$ cat config.mk
export PLATFORM = sky130hd
export DESIGN_NAME = neuron_accumulator
export DESIGN_NICKNAME = d
export VERILOG_FILES = /design/src/rtl/neuron_accumulator.sv
export SDC_FILE = /design/constraint.sdc
export NUM_CORES = 1
export LEC_CHECK = 0
export ABC_AREA = 1
export BUFFER_PORTS_ARGS = -buffer_cell sky130_fd_sc_hd__buf_4
export CAP_MARGIN = 30
export CORE_AREA = 4 4 120 122
export CTS_BUF_LIST = sky130_fd_sc_hd__clkbuf_4 sky130_fd_sc_hd__clkbuf_8 sky130_fd_sc_hd__clkbuf_16
export DETAILED_ROUTE_END_ITERATION = 10
export DIE_AREA = 0 0 124 126
export GPL_TIMING_DRIVEN = 0
export MAX_ROUTING_LAYER = met4
export PLACE_DENSITY = 0.8
export SKIP_CTS_REPAIR_TIMING = 1
export SLEW_MARGIN = 10
export SYNTH_ARGS = -nofsm -noshare
export SYNTH_HDL_FRONTEND = slang
export SYNTH_SLANG_ARGS = --single-unit
$ cat constraint.sdc
create_clock -name clk -period 2.1 [get_ports clk]
set_input_delay 0.42 -clock clk [delete_from_list [all_inputs] [get_ports clk]]
set_output_delay 0.42 -clock clk [all_outputs]
set_load 0.05 [all_outputs]
$ cat src/rtl/neuron_accumulator.sv
// Neuron accumulator: sums sign-magnitude products onto a bias, then shifts,
// saturates to 16 bits and optionally applies ReLU before a valid/ready output.
module neuron_accumulator #(
  parameter int ACC_W   = 40,
  parameter int SHIFT   = 8,
  parameter int RELU_EN = 1
) (
  input  logic        clk,
  input  logic        rst,
  input  logic        start,
  input  logic [7:0]  len,
  input  logic [31:0] bias,
  input  logic        prod_valid,
  input  logic [31:0] prod,
  output logic        prod_ready,
  output logic [15:0] out_data,
  output logic        out_valid,
  input  logic        out_ready,
  output logic        ovf,
  output logic        busy
);

  // state | meaning
  // IDLE  | waiting for start
  // ACC   | accepting products until the counter reaches zero
  // FIN   | shift, saturate and ReLU the sum into out_data
  // OUT   | out_valid held until out_ready
  typedef enum logic [1:0] {S_IDLE, S_ACC, S_FIN, S_OUT} state_t;

  localparam logic signed [ACC_W-1:0] LIM_HI = ACC_W'(32767);
  localparam logic signed [ACC_W-1:0] LIM_LO = ~LIM_HI;

  state_t                   r_state;
  state_t                   w_state_nxt;
  logic signed [ACC_W-1:0]  r_acc;
  logic        [7:0]        r_cnt;
  logic        [15:0]       r_out_data;
  logic                     r_ovf;

  logic signed [ACC_W-1:0]  w_mag;
  logic signed [ACC_W-1:0]  w_term;
  logic signed [ACC_W-1:0]  w_shifted;
  logic        [15:0]       w_sat;
  logic        [15:0]       w_result;
  logic                     w_clamp_ovf;
  logic                     w_unused;

  // Bit 30 of the product carries no information.
  assign w_unused = prod[30];

  assign w_mag     = $signed({{(ACC_W-30){1'b0}}, prod[29:0]});
  assign w_term    = prod[31] ? -w_mag : w_mag;
  assign w_shifted = r_acc >>> SHIFT;

  always_comb begin
    w_sat       = w_shifted[15:0];
    w_clamp_ovf = 1'b0;
    if (w_shifted > LIM_HI) begin
      w_sat       = 16'h7FFF;
      w_clamp_ovf = 1'b1;
    end else if (w_shifted < LIM_LO) begin
      w_sat       = 16'h8000;
      w_clamp_ovf = 1'b1;
    end
    w_result = w_sat;
    if ((RELU_EN != 0) && w_sat[15]) begin
      w_result = 16'h0000;
    end
  end

  always_ff @(posedge clk or negedge rst) begin
    if (!rst) begin
      r_state <= S_IDLE;
    end else begin
      r_state <= w_state_nxt;
    end
  end

  always_comb begin
    w_state_nxt = r_state;
    case (r_state)
      S_IDLE: if (start) w_state_nxt = (len != 8'd0) ? S_ACC : S_FIN;
      S_ACC:  if (prod_valid && (r_cnt == 8'd1)) w_state_nxt = S_FIN;
      S_FIN:  w_state_nxt = S_OUT;
      S_OUT:  if (out_ready) w_state_nxt = S_IDLE;
      default: w_state_nxt = S_IDLE;
    endcase
  end

  always_ff @(posedge clk or negedge rst) begin
    if (!rst) begin
      r_acc      <= '0;
      r_cnt      <= 8'd0;
      r_out_data <= 16'd0;
      r_ovf      <= 1'b0;
    end else begin
      case (r_state)
        S_IDLE: begin
          if (start) begin
            r_acc <= $signed({{(ACC_W-32){bias[31]}}, bias});
            r_cnt <= len;
          end
        end
        S_ACC: begin
          if (prod_valid) begin
            r_acc <= r_acc + w_term;
            r_cnt <= r_cnt - 8'd1;
          end
        end
        S_FIN: begin
          r_out_data <= w_result;
          r_ovf      <= w_clamp_ovf;
        end
        default: ;
      endcase
    end
  end

  assign prod_ready = (r_state == S_ACC);
  assign out_valid  = (r_state == S_OUT);
  assign busy       = (r_state != S_IDLE);
  assign out_data   = r_out_data;
  assign ovf        = r_ovf;

endmodule

==> flow_summary.json <==
{
  "tritoncts_clock_tree": "done",
  "design.core.area_um2": 13200,
  "power.internal_w": 0.00727,
  "die_w_um": 124,
  "routabilityCongestion": 1.03,
  "grt_first_pass_wirelength_um": 36000,
  "antennaDiodeCount": 0,
  "finalCriticalPeriod_ns": 2.80,
  "p_switching_w": 0.00884,
  "achievable-frequency_ghz": 0.358,
  "pwr_density_cell_nw_per_um2": 1580,
  "worst_skew_pair.late_latency_ns": 0.35,
  "cellLeakagePower_nw": 5.09,
  "design.final.nets": 1433,
  "cp_slowest_stage_delay_ns": 0.29,
  "ys_types": 44,
  "violated_checks": "negative setup slack",
  "setup.worst_path.end_class": "flip-flop",
  "antenna_violating_nets_post_route": 0,
  "combPwrFrac_pct": 72.2,
  "final_max_slew_viol_count": 0,
  "placement.io_buffers": 94,
  "run_status": "complete, but fails checks",
  "per_cell_routed_wire_length_um": 17.0,
  "die_h_um": 126,
  "timing.critical_path.required_ns": 2.37,
  "synth_seq_area_share_pct": 23.3,
  "post-route-worst-setup-slack_ns": -0.697,
  "final_hold_viol_count": 0,
  "max_slew.worst_pin.slew_ns": 1.05,
  "master_cell_of_the_clock_root_buffer": "clkbuf_16",
  "number_of_iterations_in_the_first_detailed_routing_pass": 5,
  "synth_area_per_cell_um2": 6.05,
  "maximum_number_of_pins_on_one_net_before_global_route_repair": 67,
  "drive_gt1_share_pct": 36.0,
  "area_used_by_sequential_logic_in_the_layout_um2": 1650,
  "fin_crit_sh_pct": 133,
  "drc_errors": 0,
  "synth_largest_type_area_fraction_pct": 23.3,
  "placement_rows": 42,
  "cts_made_buffers": 9,
  "arrival_ns": 3.07,
  "timing.hold.worst.class": "input pin to asynchronous set/reset pin",
  "post_route_total_power_w": 0.0161,
  "placedCellCount": 1442,
  "seq_power_share_pct": 16.5,
  "timing.clock.skew_ns": 0.00868,
  "clkTransAtPathRegs_ns": 0.06,
  "synthCells": 1172,
  "postRouteWirelength_um": 25300,
  "mappedNetlistNets": 1300,
  "worstPathBufferInverterCount": 3,
  "worst-setup-path-type": "input pin to flip-flop",
  "worst_ir_drop_vdd_v": 0.000726,
  "final_common_cell": "nand2_1",
  "synth_area_leaders": "dfrtp_1, nand2_1, inv_1",
  "globalRoute.totalOverflow": 0,
  "post_dp_cell_area_um2": 8200,
  "syn_to_final_growth_pct": 43.8,
  "via_count": 8229,
  "yosys.area.top_type": "dfrtp_1",
  "globalRouteTotalUtil_pct": 30.1,
  "cts_max_path_buffers": 2,
  "vias_per_cell": 5.54,
  "fin_cells": 1486,
  "slew_headroom_pct": 30.3,
  "num_io_pins": 97,
  "final_area_um2": 10200,
  "critical-path-top-delay-family": "simple AND/OR/NAND/NOR gates",
  "dr.first_iter.drc_count": 755,
  "finalSetupViolations": 33,
  "grt_setup_unrepaired": "true",
  "initial_utilization_pct": 53.8,
  "h-tree-depth": 3,
  "max_cap_viol_count": 0,
  "cpMaxStageDelayCell": "xor2_2",
  "path_cells": "buf_6 > inv_6 > ha_4 > nand4_4 > nor2_4 > nand4_4 > nor3_4 > nor2_2 > xor2_2 > ha_4 > nand2_2 > inv_1 > nand2_2 > o21ai_2 > a21oi_2 > nand2_1 > nand2_1 > nand3_1 > a21oi_2",
  "grt_pass1_vias": 7210,
  "crit_fanout": 5,
  "pwr-share-clk_pct": 11.3,
  "multiInputGateArea_um2": 6160,
  "layout_common_cells": "nand2_1, inv_1, buf_4",
  "worst_setup_path_start_kind": "input pin",
  "n_fill_cell": 977,
  "antenna_found_initial": 0,
  "yosys_register_bits": 66,
  "switching_share_pct": 54.9,
  "yosysWarningCount": 0,
  "synth.cell_area_um2": 7090,
  "post-dp-hpwl_um": 18700,
  "die_ar_um2": 15600,
  "tritoncts_num_sinks": 66
}
power groups by stage:
stage / Combinational [W] / Sequential (W) / Clock (W)
final: 0.0116 / 0.00266 / 0.00182
after global routing: 0.0126 / 0.00271 / 0.00187
after CTS: 0.00894 / 0.00254 / 0.00182
after detailed placement: 0.00888 / 0.00254 / 0
after global placement: 0.00876 / 0.00253 / 0
after floorplan: 0.00622 / 0.00273 / 0
stage by stage:
stage / setup WS (ns) / setup TNS (ns) / hold slack (ns) / util [%]
6_report: -0.697 / -16.82 / 0.172 / 77.4
5_1_grt: -0.839 / -21.95 / 0.250 / 77.4
4_1_cts: -1.05 / -22.95 / 0.231 / 64.8
3_5_place_dp: -1.40 / -36.09 / 0.469 / 62.2
3_3_place_gp: -1.44 / -35.94 / 0.464 / 62.2
2_1_floorplan: -0.579 / -12.79 / 0.124 / -
area by class of cell:
type / instances / area share (%)
Multi-Input combinational cell: 898 / 60.4
Sequential cell: 66 / 16.2
Timing Repair Buffer: 122 / 9.48
Inverter: 182 / 6.95
Clock buffer: 9 / 2.21
Tap cell: 176 / 2.16
Buffer: 26 / 1.39
Clock inverter: 7 / 1.23
routing by layer:
layer  wire length, µm  global-route usage [%]  vias up  part of all wire, %
met1             11000                    43.3     3806                   43
met2             11400                    44.3      397                   45
li1                  -                       -     3976                    -
met3              2290                    4.66       50                  9.1
met5                 0                       -        -                    0
met4               657                    7.60        0                  2.6
cells in the mapped netlist (all sizes together):
| master | number |
|---|---|
| o22ai | 2 |
| o211ai | 3 |
| a32o | 1 |
| fa | 1 |
| a41oi | 7 |
| nand3b | 2 |
| and2 | 5 |
| xor2 | 38 |
| nand3 | 54 |
| nor3 | 20 |
| o31ai | 1 |
| clkbuf | 15 |
| a22o | 1 |
| dfrtp | 66 |
| a21oi | 78 |
| buf | 11 |
| xnor2 | 8 |
| clkinv | 1 |
| o21bai | 2 |
| a31oi | 6 |
| nor2 | 144 |
| o21ai | 83 |
| nand4 | 7 |
| ha | 50 |
| o21a | 1 |
| conb | 1 |
| or2 | 3 |
| inv | 181 |
| nor4 | 7 |
| nand2 | 373 |
cell families (layout without fill, tap and decap cells):
kind of cell             Yosys count  count (layout)  synth area share [%]
other                              1               1                0.0529
XOR/XNOR                          46              46                  5.68
buffers and inverters            208             346                  11.2
flip-flops                        66              66                  23.3
adder cells (fa/ha/maj)           51              51                  9.10
AO/OA/AOI/OAI                    185             185                  13.9
AND/OR/NAND/NOR                  615             615                  36.8
worst reg2reg max path, delay by kind of cell, from the launching register on:
family / cells / cell delay [ns]
AO/OA/AOI/OAI: 4 / 1.30
adder cells (fa/ha/maj): 1 / 0.17
flip-flops: 1 / 0.41
buffers and inverters: 3 / 0.44
worst paths after layout:
path / startpoint / to / slack (ns) / cells past startpoint
max: prod[0] / r_acc[34]$_DFFE_PN0P_ / -0.70 / 19
min: rst / r_state[0]$_DFFE_PN0P_ / 0.17 / 1
max reg2reg: r_state[1]$_DFFE_PN0P_ / r_acc[35]$_DFFE_PN0P_ / -0.38 / 8
min reg2reg: out_data[7]$_DFFE_PN0P_ / out_data[7]$_DFFE_PN0P_ / 0.48 / 2
max in group asynchronous: rst / r_acc[26]$_DFFE_PN0P_ / 1.32 / 1
min in group clk: len[3] / r_cnt[3]$_DFFE_PN0P_ / 0.35 / 3
registers in the layout, indices dropped and copies added, names as in the netlist:
name      count
out_data     15
ovf           1
r_acc        40
r_cnt         8
r_state       2
Power figures use the tool's default switching activity.
